$ cat config.mk
export PLATFORM = sky130hd
export DESIGN_NAME = vector_log_reader
export DESIGN_NICKNAME = d
export VERILOG_FILES = /design/src/rtl/vector_log_reader.sv
export SDC_FILE = /design/constraint.sdc
export NUM_CORES = 1
export LEC_CHECK = 0
export CAP_MARGIN = 0
export CORE_ASPECT_RATIO = 1.2
export CORE_UTILIZATION = 30
export DETAILED_ROUTE_END_ITERATION = 8
export HOLD_SLACK_MARGIN = 0.02
export PLACE_DENSITY = 0.54
export SETUP_SLACK_MARGIN = 0.02
export SYNTH_ARGS = -nofsm -noshare
export SYNTH_HDL_FRONTEND = slang
export SYNTH_SLANG_ARGS = --single-unit
export TNS_END_PERCENT = 100
$ cat constraint.sdc
create_clock -name CK -period 2 [get_ports CK]
set_input_delay 0.4 -clock CK [delete_from_list [all_inputs] [get_ports CK]]
set_output_delay 0.4 -clock CK [all_outputs]
set_load 0.05 [all_outputs]
$ cat src/rtl/vector_log_reader.sv
// vector_log_reader
//
// Parses response-log text, one line per vector:
//   <IN_W chars of 0/1> ' ' <OUT_W chars of 0/1/x/X/z/Z> '\n'
// and emits each well-formed line as a record {stimulus, response, X/Z mask}.
// Malformed lines are reported, dropped, and the parser resynchronises on
// the next newline. Carriage returns are ignored everywhere.
//
// Handshakes (both sides): a transfer happens on a rising CK edge where
// valid & ready are both high. A producer holds valid and its payload stable
// until that transfer. s_ready is low only while a finished record sits in the
// output register and the consumer is not taking it this cycle.
//
// Ports
//   CK          clock
//   reset       asynchronous, active-low reset
//   s_valid     byte stream valid
//   s_ready     byte stream ready
//   s_data      ASCII byte
//   m_valid     record valid
//   m_ready     record accepted by downstream
//   m_in_vec    stimulus vector (first char = MSB)
//   m_out_vec   response vector, X/Z positions read 0
//   m_out_xmask 1 where the response char was x/X/z/Z
//   m_index     record sequence number, wraps 255 -> 0
//   err_pulse   one-cycle pulse per rejected line
//   err_code    cause of last rejection: 1 = bad char, 2 = bad length/field
//   err_count   saturating count of rejected lines
//   dbg_state   current parser state (0 = S_IN, 1 = S_OUT, 2 = S_SKIP)
module vector_log_reader #(
    parameter int IN_W  = 3,
    parameter int OUT_W = 1
) (
    input  logic             CK,
    input  logic             reset,
    input  logic             s_valid,
    output logic             s_ready,
    input  logic [7:0]       s_data,
    output logic             m_valid,
    input  logic             m_ready,
    output logic [IN_W-1:0]  m_in_vec,
    output logic [OUT_W-1:0] m_out_vec,
    output logic [OUT_W-1:0] m_out_xmask,
    output logic [7:0]       m_index,
    output logic             err_pulse,
    output logic [1:0]       err_code,
    output logic [7:0]       err_count,
    output logic [1:0]       dbg_state
);

    localparam int MAX_W = (IN_W > OUT_W) ? IN_W : OUT_W;
    localparam int CNT_W = $clog2(MAX_W + 1);
    localparam logic [CNT_W-1:0] IN_CNT  = CNT_W'(IN_W);
    localparam logic [CNT_W-1:0] OUT_CNT = CNT_W'(OUT_W);

    typedef enum logic [1:0] {
        S_IN   = 2'd0,
        S_OUT  = 2'd1,
        S_SKIP = 2'd2
    } state_t;

    state_t             state, state_nxt;
    logic [CNT_W-1:0]   cnt, cnt_nxt;
    logic [IN_W-1:0]    in_shift;
    logic [OUT_W-1:0]   out_shift;
    logic [OUT_W-1:0]   xmask_shift;

    logic acc;
    logic is_cr, is_nl, is_sp, is_digit, is_xz;
    logic shift_in_en, shift_out_en, out_bit, x_bit;
    logic complete, err_now;
    logic [1:0] err_code_nxt;

    assign acc      = s_valid & s_ready;
    assign is_cr    = (s_data == 8'h0D);
    assign is_nl    = (s_data == 8'h0A);
    assign is_sp    = (s_data == 8'h20);
    assign is_digit = (s_data == 8'h30) || (s_data == 8'h31);
    assign is_xz    = (s_data == 8'h78) || (s_data == 8'h58) ||
                      (s_data == 8'h7A) || (s_data == 8'h5A);

    // State register
    always_ff @(posedge CK or negedge reset) begin
        if (!reset) begin
            state <= S_IN;
            cnt   <= '0;
        end else begin
            state <= state_nxt;
            cnt   <= cnt_nxt;
        end
    end

    // Next-state and per-byte decode
    always_comb begin
        state_nxt    = state;
        cnt_nxt      = cnt;
        shift_in_en  = 1'b0;
        shift_out_en = 1'b0;
        out_bit      = 1'b0;
        x_bit        = 1'b0;
        complete     = 1'b0;
        err_now      = 1'b0;
        err_code_nxt = 2'd0;

        if (acc && !is_cr) begin
            case (state)
                S_IN: begin
                    if (is_digit) begin
                        if (cnt == IN_CNT) begin
                            err_now      = 1'b1;
                            err_code_nxt = 2'd2;
                        end else begin
                            shift_in_en = 1'b1;
                            cnt_nxt     = cnt + 1'b1;
                        end
                    end else if (is_sp) begin
                        if (cnt == IN_CNT) begin
                            state_nxt = S_OUT;
                            cnt_nxt   = '0;
                        end else begin
                            err_now      = 1'b1;
                            err_code_nxt = 2'd2;
                        end
                    end else if (is_nl) begin
                        // An empty line is not an error.
                        if (cnt != '0) begin
                            err_now      = 1'b1;
                            err_code_nxt = 2'd2;
                        end
                    end else begin
                        err_now      = 1'b1;
                        err_code_nxt = 2'd1;
                    end
                end
                S_OUT: begin
                    if (is_digit || is_xz) begin
                        if (cnt == OUT_CNT) begin
                            err_now      = 1'b1;
                            err_code_nxt = 2'd2;
                        end else begin
                            shift_out_en = 1'b1;
                            out_bit      = is_digit & s_data[0];
                            x_bit        = is_xz;
                            cnt_nxt      = cnt + 1'b1;
                        end
                    end else if (is_nl) begin
                        if (cnt == OUT_CNT) begin
                            complete  = 1'b1;
                            state_nxt = S_IN;
                            cnt_nxt   = '0;
                        end else begin
                            err_now      = 1'b1;
                            err_code_nxt = 2'd2;
                        end
                    end else if (is_sp) begin
                        err_now      = 1'b1;
                        err_code_nxt = 2'd2;
                    end else begin
                        err_now      = 1'b1;
                        err_code_nxt = 2'd1;
                    end
                end
                S_SKIP: begin
                    if (is_nl) begin
                        state_nxt = S_IN;
                        cnt_nxt   = '0;
                    end
                end
                default: begin
                    state_nxt = S_IN;
                    cnt_nxt   = '0;
                end
            endcase

            // A rejected newline already ends the line, so no skipping needed.
            if (err_now) begin
                state_nxt = is_nl ? S_IN : S_SKIP;
                cnt_nxt   = '0;
            end
        end
    end

    // Combinational outputs
    always_comb begin
        s_ready   = !(m_valid && !m_ready);
        dbg_state = state;
    end

    // Field shift registers. Every accepted line shifts exactly IN_W / OUT_W
    // times, so stale bits from an earlier line are always overwritten.
    always_ff @(posedge CK or negedge reset) begin
        if (!reset) begin
            in_shift    <= '0;
            out_shift   <= '0;
            xmask_shift <= '0;
        end else begin
            if (shift_in_en) begin
                in_shift <= (in_shift << 1) | IN_W'(s_data[0]);
            end
            if (shift_out_en) begin
                out_shift   <= (out_shift << 1) | OUT_W'(out_bit);
                xmask_shift <= (xmask_shift << 1) | OUT_W'(x_bit);
            end
        end
    end

    // Record output register. A completion can only occur while s_ready is
    // high, i.e. the slot is empty or being emptied this same cycle.
    always_ff @(posedge CK or negedge reset) begin
        if (!reset) begin
            m_valid     <= 1'b0;
            m_in_vec    <= '0;
            m_out_vec   <= '0;
            m_out_xmask <= '0;
            m_index     <= '0;
        end else begin
            if (complete) begin
                m_valid     <= 1'b1;
                m_in_vec    <= in_shift;
                m_out_vec   <= out_shift;
                m_out_xmask <= xmask_shift;
            end else if (m_valid && m_ready) begin
                m_valid <= 1'b0;
            end
            if (m_valid && m_ready) begin
                m_index <= m_index + 8'd1;
            end
        end
    end

    // Error reporting
    always_ff @(posedge CK or negedge reset) begin
        if (!reset) begin
            err_pulse <= 1'b0;
            err_code  <= 2'd0;
            err_count <= 8'd0;
        end else begin
            err_pulse <= err_now;
            if (err_now) begin
                err_code <= err_code_nxt;
                if (err_count != 8'hFF) begin
                    err_count <= err_count + 8'd1;
                end
            end
        end
    end

endmodule

==> metrics.txt, run 1 <==
Synth Instances=151; reg-to-reg critical path startpoint=cnt[0]; core footprint=around 0.0057 sq mm; post-layout util=0.4653; Power Density=~1000 mW/mm^2; Syn Nets=around 170; die area=0.006222 sq mm; Fillers=526; Area contributors post-synth=dfrtp_1, xnor2_1, mux2_4; crit start category=register; die extent in y=roughly 86 um; Post-DP Area=0.002437 sq mm; initial core utilization=0.3128; crit-path max cell delay=0.83 ns; Final period util=0.9649; TritonCTS clock tree=built; R2R depth=8; drt total wl=~4.0 mm; Max Buffers Root-to-Sink=2; WHS Path Cells=1; CP Cell Sequence=clkdlybuf4s50_1; area grow syn2layout=48.77%; htree depth=2; met1 WL=1.782 mm; Num CTS Buffers=5; worst-path fanout max=4; hold violation total from the final report=0; largest net degree at the start of global routing=35; CTS Hold Bufs=0; die width=just over 70 um; met2 wire len=1.978 mm; total grt overflow=0; Routability Congestion=0.8522; Critical Path Sink=m_index[0]; TNS Setup=0 ns; first-pass GRT wire length=around 6.9 mm; mean area per synthesized cell=roughly 12 sq um; Ant. Diodes=0; Slew HR=0.6563; Crit path max-delay family=buffers and inverters; Yosys top cell by area=dfrtp_1; number of global-route vias before repair=approximately 1500; Mapped Area=0.001773 sq mm; FFs w/ async S/R, synth=1.000; IO buf count=39; Post-synth EDFFs=0; via count=1436; row count=30; maximum vdd drop=0.8698 mV; antenna violations before repair=0; total of max-cap violations=0; wire per inst=roughly 13 um; Hold WS=0.4766 ns; Least-Margin Pin Slew=0.5146 ns; Worst setup EP type=output port; status=completed; Worst Hold Class=reg2reg; kind of critical path=reg2out; area share of the largest cell type after synthesis=0.4799; Worst setup startpoint=m_index[0]; Critical Path RT=1.60 ns; WL met3=226 um; r2r endpoint=cnt[0]; Tot GR Track Use=0.1411; P_leak=0.001257 uW; warnings from Yosys=0; final worst slack=0.07018 ns; clock slew at the register clock pins of the worst setup and hold paths=0.08 ns; RSZ-0062 raised after global routing=true; num ports=40; Max Slew Vio Count=0; fin nets=about 240; clk_lat worst skew=0.29 ns; ANT nets after route=0; Final setup violation count=0; top routing layer in use=met4; clock sink count=34; prevailing post-synth register cell=dfrtp_1; share of layout cells above drive strength 1=0.3097; skew final=0.008761 ns; via density per instance=4.693; Iteration-0 DRC Markers=45; hpwl dp=3.037 mm; Final min period=1.930 ns; r2r setup slk=0.17 ns; register area share after synthesis=0.4799; Placement Setup Slack=-0.4502 ns; Netlist cell types=45; drc violations=0; root buffer cell=clkbuf_8; WP data arrival=1.53 ns; synthesis-stage register bit count=34; fmax=roughly 520 MHz; router iterations before antenna repair=4; Slowest cell on crit path=clkdlybuf4s50_1; cell count along the critical path=1; Critical path buffers and inverters=1; final instance area=0.002638 sq mm
-- flip-flops by register name, indices dropped and copies added (netlist names) --
name         count
cnt              2
err_code         2
m_index          8
dbg_state        2
in_shift         3
xmask_shift      1
m_valid          1
out_shift        1
m_out_vec        1
m_in_vec         3
err_pulse        1
err_count        8
m_out_xmask      1
-- what timing repair did --
action / CTS / global route
buffers inserted: 5 / 0
endpoints found under the setup margin: 20 / 12
resized for setup: 13 / 7
pin swaps: 10 / 3
-- cells in the mapped netlist (3+ instances only) --
cell	number
ha_1	5
nand3_1	8
mux2_4	5
nand4_1	5
a21o_1	3
inv_1	6
nand2_1	9
mux2_2	5
a22o_1	3
and3_1	7
nor2_1	9
dfrtp_1	34
xnor2_1	12
-- layer usage --
metal  vias to the layer above  GRT usage
li1                        695          -
met1                       698     0.1700
met2                        36     0.2311
met3                         7    0.05465
met4                         0    0.04456
met5                         -          0
-- worst reg2reg max path, cell delays in order (launching register included) --
cell	delay [ns]
dfrtp_1	0.40
inv_1	0.10
ha_1	0.22
nand4_1	0.15
o2111a_1	0.21
buf_4	0.15
a211o_1	0.23
nor3_2	0.14
mux2_4	0.17
-- power breakdown --
part	total [uW]	switching, uW	internal [uW]
logic	1030	634	394
clock network	767	267	499
registers	912	117	795
-- worst min-delay path by stage --
stage,from,end,slack (ns)
after floorplan,reset,cnt[0],0.10
after global placement,m_index[7],m_index[7],0.46
after detailed placement,m_index[7],m_index[7],0.47
after CTS,m_index[7],m_index[7],0.49
after global routing,m_index[7],m_index[7],0.50
final,m_index[7],m_index[7],0.48
-- placed cells by master (no fill, tap or decap), types with 3 or more instances in the layout --
cell             netlist  routed
mux2_4                 5       6
a22o_1                 3       3
mux2_2                 5       4
xnor2_1               12      12
clkdlybuf4s50_1        0      22
nand3_1                8       8
dlygate4sd2_1          0       6
inv_1                  6       6
buf_4                  0      32
clkbuf_8               0       5
ha_1                   5       5
nand4_1                5       5
nand2_1                9       9
dfrtp_1               34      34
and3_1                 7       7
a21o_1                 3       3
dlymetal6s2s_1         0       5
nor2_1                 9       8
-- logic make-up after synthesis --
| logic type | synth area share |
|---|---|
| DFF | 0.4799 |
| AOI/OAI and AO/OA | 0.09879 |
| adders and majority gates | 0.03529 |
| and+or+nand+nor | 0.2174 |
| buffers and inverters | 0.01905 |
| xor gates and xnor gates | 0.06916 |
| muxes | 0.08045 |
-- metrics by stage --
step / instances / total power, uW
floorplan: 151 / 1578
global placement: 293 / 1927
detailed placement: 293 / 1959
CTS: 306 / 2739
global route: 306 / 2834
finish: 306 / 2707
-- final cells by class --
type                            count  area (sq um)  share of cell area
Clock buffer                        5         68.82             0.02609
Multi-Input combinational cell    110         910.9              0.3454
Inverter                            6         22.52            0.008539
Clock inverter                      3         68.82             0.02609
Sequential cell                    34         850.8              0.3226
Timing Repair Buffer               68         615.6              0.2334
Tap cell                           80         100.1             0.03795
No activity file was read; power rests on OpenSTA's default activity.
==> run 2, diff against run 1 <==
==> constraint.sdc (replaced) <==
create_clock -name CK -period 2.2 [get_ports CK]
set_input_delay 0.44 -clock CK [delete_from_list [all_inputs] [get_ports CK]]
set_output_delay 0.44 -clock CK [all_outputs]
set_load 0.05 [all_outputs]
==> run 2 against run 1 <==
Effect of this change:
- worst setup slack improved by 0.017 ns
- clock power decreased by 29%
- register-to-register slack improved by 0.21 ns
- via count decreased by 0.70%
- die area unchanged
- global-route usage about the same
- count of clock-buffer cells in the layout increased by 2
- power decreased by 15%
- wire length decreased by 1.1%
- critical path type is now in2reg
- largest cell class unchanged
==> metrics.txt, run 2 (synthesis gave the netlist of run 1 again) <==
Ant. Diodes=0 (unchanged); reg-to-reg critical path startpoint=cnt[0]; htree depth=2 (unchanged); Final setup violation count=0 (unchanged); final worst slack=0.08682 ns (+0.01664 ns); row count=30 (unchanged); die area=0.006222 sq mm (unchanged); Worst Hold Class=reg2reg; most frequent cells in the layout=dfrtp_1, clkdlybuf4s50_1, buf_4; Worst setup startpoint=s_data[7]; core footprint=0.005668 sq mm (unchanged); crit-path max cell delay=0.44 ns (-0.39 ns); clock slew at the register clock pins of the worst setup and hold paths=0.07 ns (about the same); Slew HR=0.6639 (+0.007527); via density per instance=4.722 (+0.62%); number of global-route vias before repair=1429 (-4.5%); Slowest cell on crit path=clkdlybuf4s50_1; P_leak=0.001194 uW (-5.0%); Routability Congestion=0.8545 (+0.27%); CP Cell Sequence=clkdlybuf4s50_1 -> buf_4 -> nor2_2 -> nand3_2 -> o2111a_1 -> buf_4 -> a211o_1 -> nor3_2 -> mux2_2; leading registers by flop count=err_count x8, m_index x8; RSZ-0062 raised after global routing=false; status=completed; Num CTS Buffers=5 (unchanged); clk_lat worst skew=0.28 ns (about the same); Critical Path RT=2.42 ns (+0.82 ns); Least-Margin Pin Slew=0.5026 ns (-0.01202 ns); maximum vdd drop=0.7019 mV (-19%); hold violation total from the final report=0 (unchanged); kind of critical path=in2reg; Post-DP Area=0.002435 sq mm (-0.10%); WP data arrival=2.34 ns (+0.81 ns); worst-path fanout max=4 (unchanged); share of layout cells above drive strength 1=0.2703 (-0.03946); Tot GR Track Use=0.1413 (+0.0002084); root buffer cell=clkbuf_8; IO buf count=39 (unchanged); largest net degree at the start of global routing=35 (unchanged); initial core utilization=0.3128 (unchanged); CTS Hold Bufs=0 (unchanged); total grt overflow=0 (unchanged); Max Slew Vio Count=0 (unchanged); Power Density=890.6 mW/mm^2 (-13%); Final min period=2.113 ns; CP most frequent cell=buf_4; commonest non-fill, non-tap cell in the layout=dfrtp_1; Hold WS=0.4700 ns (-0.006593 ns); clock sink count=34 (unchanged); drc violations=0 (unchanged); post-layout util=0.4583 (-0.007064); Iteration-0 DRC Markers=46 (+2.2%); num ports=40 (unchanged); total of max-cap violations=0 (unchanged); fmax=473.2 MHz; first-pass GRT wire length=6.789 mm (-1.1%); hpwl dp=3.033 mm (-0.14%); fin nets=238 (-1.7%); final instance area=0.002597 sq mm (-1.5%); Worst setup EP type=register; TritonCTS clock tree=built; Max Buffers Root-to-Sink=2 (unchanged); drt total wl=3.986 mm (-1.1%); Placement Setup Slack=-0.2937 ns (+0.1565 ns); Hold Startpoint=m_index[7]; antenna violations before repair=0 (unchanged); router iterations before antenna repair=4 (unchanged); die width=72.18 um (unchanged); die extent in y=86.21 um (unchanged); wire per inst=13.20 um (+0.22%); Final period util=0.9605; area grow syn2layout=46.51%; crit start category=primary input; ANT nets after route=0 (unchanged); via count=1426 (-0.70%); skew final=0.005410 ns (-0.003351 ns)
## run 2: path summary, 6_finish.rpt
kind	cells past startpoint	endpoint	slack, ns
worst max-delay path	9	cnt[0]	0.09
worst min-delay path	1	m_index[7]	0.47
worst max register to register	8	cnt[0]	0.38
worst min register to register	1	m_index[7]	0.47
max in group asynchronous	2	err_count[3]	1.32
min in group asynchronous	2	m_out_xmask	0.57
## run 2: metal layers
layer,vias up,global-route usage,wire (um)
met1,689,0.1782,1765
met2,40,0.2277,1962
met5,-,0,0
met4,0,0.06239,111
li1,685,-,-
met3,12,0.03605,146
## run 2: final cells by class
type                            instances  area, sq um
Clock inverter                          1        30.03
Sequential cell                        34        850.8
Clock buffer                            7        76.32
Tap cell                               80        100.1
Fill cell                             533         3070
Timing Repair Buffer                   64        615.6
Multi-Input combinational cell        110        902.1
Inverter                                6        22.52
## run 2: report_power, final
part / total, uW / switching, uW / internal, uW / leakage, uW
clock: 548 / 210 / 339 / 0.0000524
sequential: 829 / 105 / 724 / 0.000451
combinational: 936 / 569 / 367 / 0.000690
## run 2: stage by stage
step,setup TNS (ns),instances,power (uW)
after floorplan,0,151,1434
after global placement,-4.062,292,1756
after detailed placement,-5.257,292,1779
after CTS,0,300,2351
after global routing,0,302,2451
final,0,302,2313
## run 2: what timing repair did
action,in CTS,in global routing
endpoints found under the setup margin,7,13
gates resized for setup,1,8
pin swaps,2,8
buffers inserted,0,2
## run 2: worst max-delay path: cells and delay by family
| kind | cells | cell delay, ns |
|---|---|---|
| buffers and inverters | 3 | 0.73 |
| AOI/OAI and AO/OA | 2 | 0.52 |
| and+or+nand+nor | 3 | 0.45 |
| muxes | 1 | 0.18 |
==> run 3, diff against run 2 <==
--- a/config.mk
+++ b/config.mk
@@ -7,6 +7,7 @@
 export LEC_CHECK = 0
 export CAP_MARGIN = 0
 export CORE_ASPECT_RATIO = 1.2
+export CORE_MARGIN = 5
 export CORE_UTILIZATION = 30
 export DETAILED_ROUTE_END_ITERATION = 8
 export HOLD_SLACK_MARGIN = 0.02
==> run 3 against run 2 <==
Effect of this change:
- core utilization shrank 0.87 points
- first-iteration DRC count grew 13%
- cell count shrank 0.33%
- wire length grew 6.1%
- worst setup slack gained 0.032 ns
- hold slack gained 0.017 ns
- sequential power is essentially flat
- sequential cell count is the same
- non-clock buffer count is the same
- final area shrank 1.3%
==> metrics.txt, run 3 (synthesis gave the netlist of run 1 again) <==
die area=0.007553 sq mm (+21%); Worst Hold Class=reg2reg; Final setup violation count=0 (unchanged); Slowest cell on crit path=clkdlybuf4s50_1; fin nets=238 (unchanged); Critical Path Sink=cnt[0]; root buffer cell=clkbuf_8; Max Buffers Root-to-Sink=2 (unchanged); maximum vdd drop=0.8276 mV (+18%); Tot GR Track Use=0.1250 (-0.01626); final worst slack=0.1183 ns (+0.03150 ns); Num CTS Buffers=5 (unchanged); number of global-route vias before repair=1505 (+5.3%); fmax=480.4 MHz (+1.5%); r2r setup slk=0.38 ns (about the same); antenna violations before repair=0 (unchanged); crit-path max cell delay=0.46 ns (+0.02 ns); die extent in y=94.21 um (+9.3%); Max Slew Vio Count=0 (unchanged); via density per instance=4.787 (+1.4%); Slew HR=0.6565 (-0.007357); reg-to-reg critical path startpoint=cnt[0]; drt total wl=4.229 mm (+6.1%); Iteration-0 DRC Markers=52 (+13%); row count=30 (unchanged); Routability Congestion=0.8675 (+1.5%); via count=1441 (+1.1%); kind of critical path=in2reg; first-pass GRT wire length=7.410 mm (+9.1%); initial core utilization=0.3107 (-0.002058); Final period util=0.9462 (-0.01432); Hold WS=0.4870 ns (+0.01704 ns); core footprint=0.005705 sq mm (+0.66%); RSZ-0062 raised after global routing=false; IO buf count=39 (unchanged); status=completed; Final min period=2.082 ns (-0.03150 ns); cell count along the critical path=8 (-1); htree depth=2 (unchanged); die width=80.18 um (+11%); num ports=40 (unchanged); hpwl dp=3.281 mm (+8.2%); largest net degree at the start of global routing=35 (unchanged); CP Cell Sequence=clkdlybuf4s50_1 -> nor3b_2 -> nand4b_1 -> buf_4 -> o21a_1 -> a211o_1 -> nor3_2 -> mux2_2; wire per inst=14.05 um (+6.4%); r2r endpoint=cnt[0]; clock slew at the register clock pins of the worst setup and hold paths=0.07 ns (about the same); Least-Margin Pin Slew=0.5136 ns (+0.01100 ns); skew final=0.006843 ns (+0.001432 ns); TritonCTS clock tree=built; R2R depth=8 (unchanged); post-layout util=0.4496 (-0.008717); clk_lat worst skew=0.28 ns (about the same); crit start category=primary input; final instance area=0.002565 sq mm (-1.3%); Fillers=559 (+4.9%); ANT nets after route=0 (unchanged); hold violation total from the final report=0 (unchanged); Power Density=860.4 mW/mm^2 (-3.4%); router iterations before antenna repair=4 (unchanged); Placement Setup Slack=-0.2805 ns (+0.01318 ns); P_leak=0.001181 uW (-1.1%); clock sink count=34 (unchanged); WP data arrival=2.30 ns (-0.04 ns); Critical path buffers and inverters=2 (-1); most frequent cells in the layout=dfrtp_1, clkdlybuf4s50_1, buf_4; drc violations=0 (unchanged); leading registers by flop count=err_count x8, m_index x8; Critical Path RT=2.42 ns (about the same); area grow syn2layout=44.67%; Post-DP Area=0.002435 sq mm (unchanged); Worst setup startpoint=s_data[0]; total grt overflow=0 (unchanged); total of max-cap violations=0 (unchanged); commonest non-fill, non-tap cell in the layout=dfrtp_1; Ant. Diodes=0 (unchanged); share of layout cells above drive strength 1=0.2805 (+0.01027); worst-path fanout max=4 (unchanged); Worst setup EP type=register; Final Total Pwr=2207 uW (-4.6%); Crit path max-delay family=buffers and inverters
## run 3: worst min-delay path by stage
stage / startpoint / endpoint / slack, ns / cells past startpoint
4_1_cts: m_index[7] / m_index[7] / 0.49 / 1
3_5_place_dp: m_index[7] / m_index[7] / 0.48 / 1
3_3_place_gp: m_index[7] / m_index[7] / 0.46 / 1
5_1_grt: m_index[4] / m_index[4] / 0.52 / 1
2_1_floorplan: reset / cnt[0] / 0.14 / 0
6_report: m_index[7] / m_index[7] / 0.49 / 1
## run 3: per-layer routing
layer	track usage	up-vias	wire length, um
met2	0.2058	49	2125
met5	0	-	0
met4	0.03239	0	46
li1	-	684	-
met3	0.04031	7	244
met1	0.1568	701	1814
## run 3: area by class of cell
cell class	instances	area (sq um)	share of cell area
Tap cell	80	100.1	0.03902
Clock inverter	2	10.01	0.003902
Clock buffer	5	68.82	0.02683
Sequential cell	34	850.8	0.3317
Inverter	6	22.52	0.008780
Multi-Input combinational cell	110	909.6	0.3546
Timing Repair Buffer	64	603.1	0.2351
## run 3: metrics by stage
stage | instances | TNS [ns]
final | 301 | 0
after detailed placement | 292 | -5.174
after global placement | 292 | -3.970
after floorplan | 151 | 0
after global routing | 301 | 0
after CTS | 299 | 0
## run 3: repair_timing
item                       CTS  global route
resized for setup            0            10
hold endpoints to repair     0             0
setup endpoints to repair    5            20
hold buffers                 0             0
pin swaps                    2             7
buffers inserted             0             2
## run 3: power breakdown
| part | total (uW) | internal, uW | switching, uW |
|---|---|---|---|
| Sequential | 832 | 723 | 109 |
| Combinational | 950 | 371 | 578 |
| Clock | 425 | 212 | 213 |
| Total | 2210 | 1310 | 900 |
## run 3: worst register-to-register path, delay by kind of cell (launching register included)
family / cells / cell delay (ns)
adder cells (fa/ha/maj): 1 / 0.21
AND/OR/NAND/NOR: 2 / 0.32
flip-flops: 1 / 0.40
AO/OA/AOI/OAI: 2 / 0.43
multiplexers: 1 / 0.17
buffers and inverters: 2 / 0.23
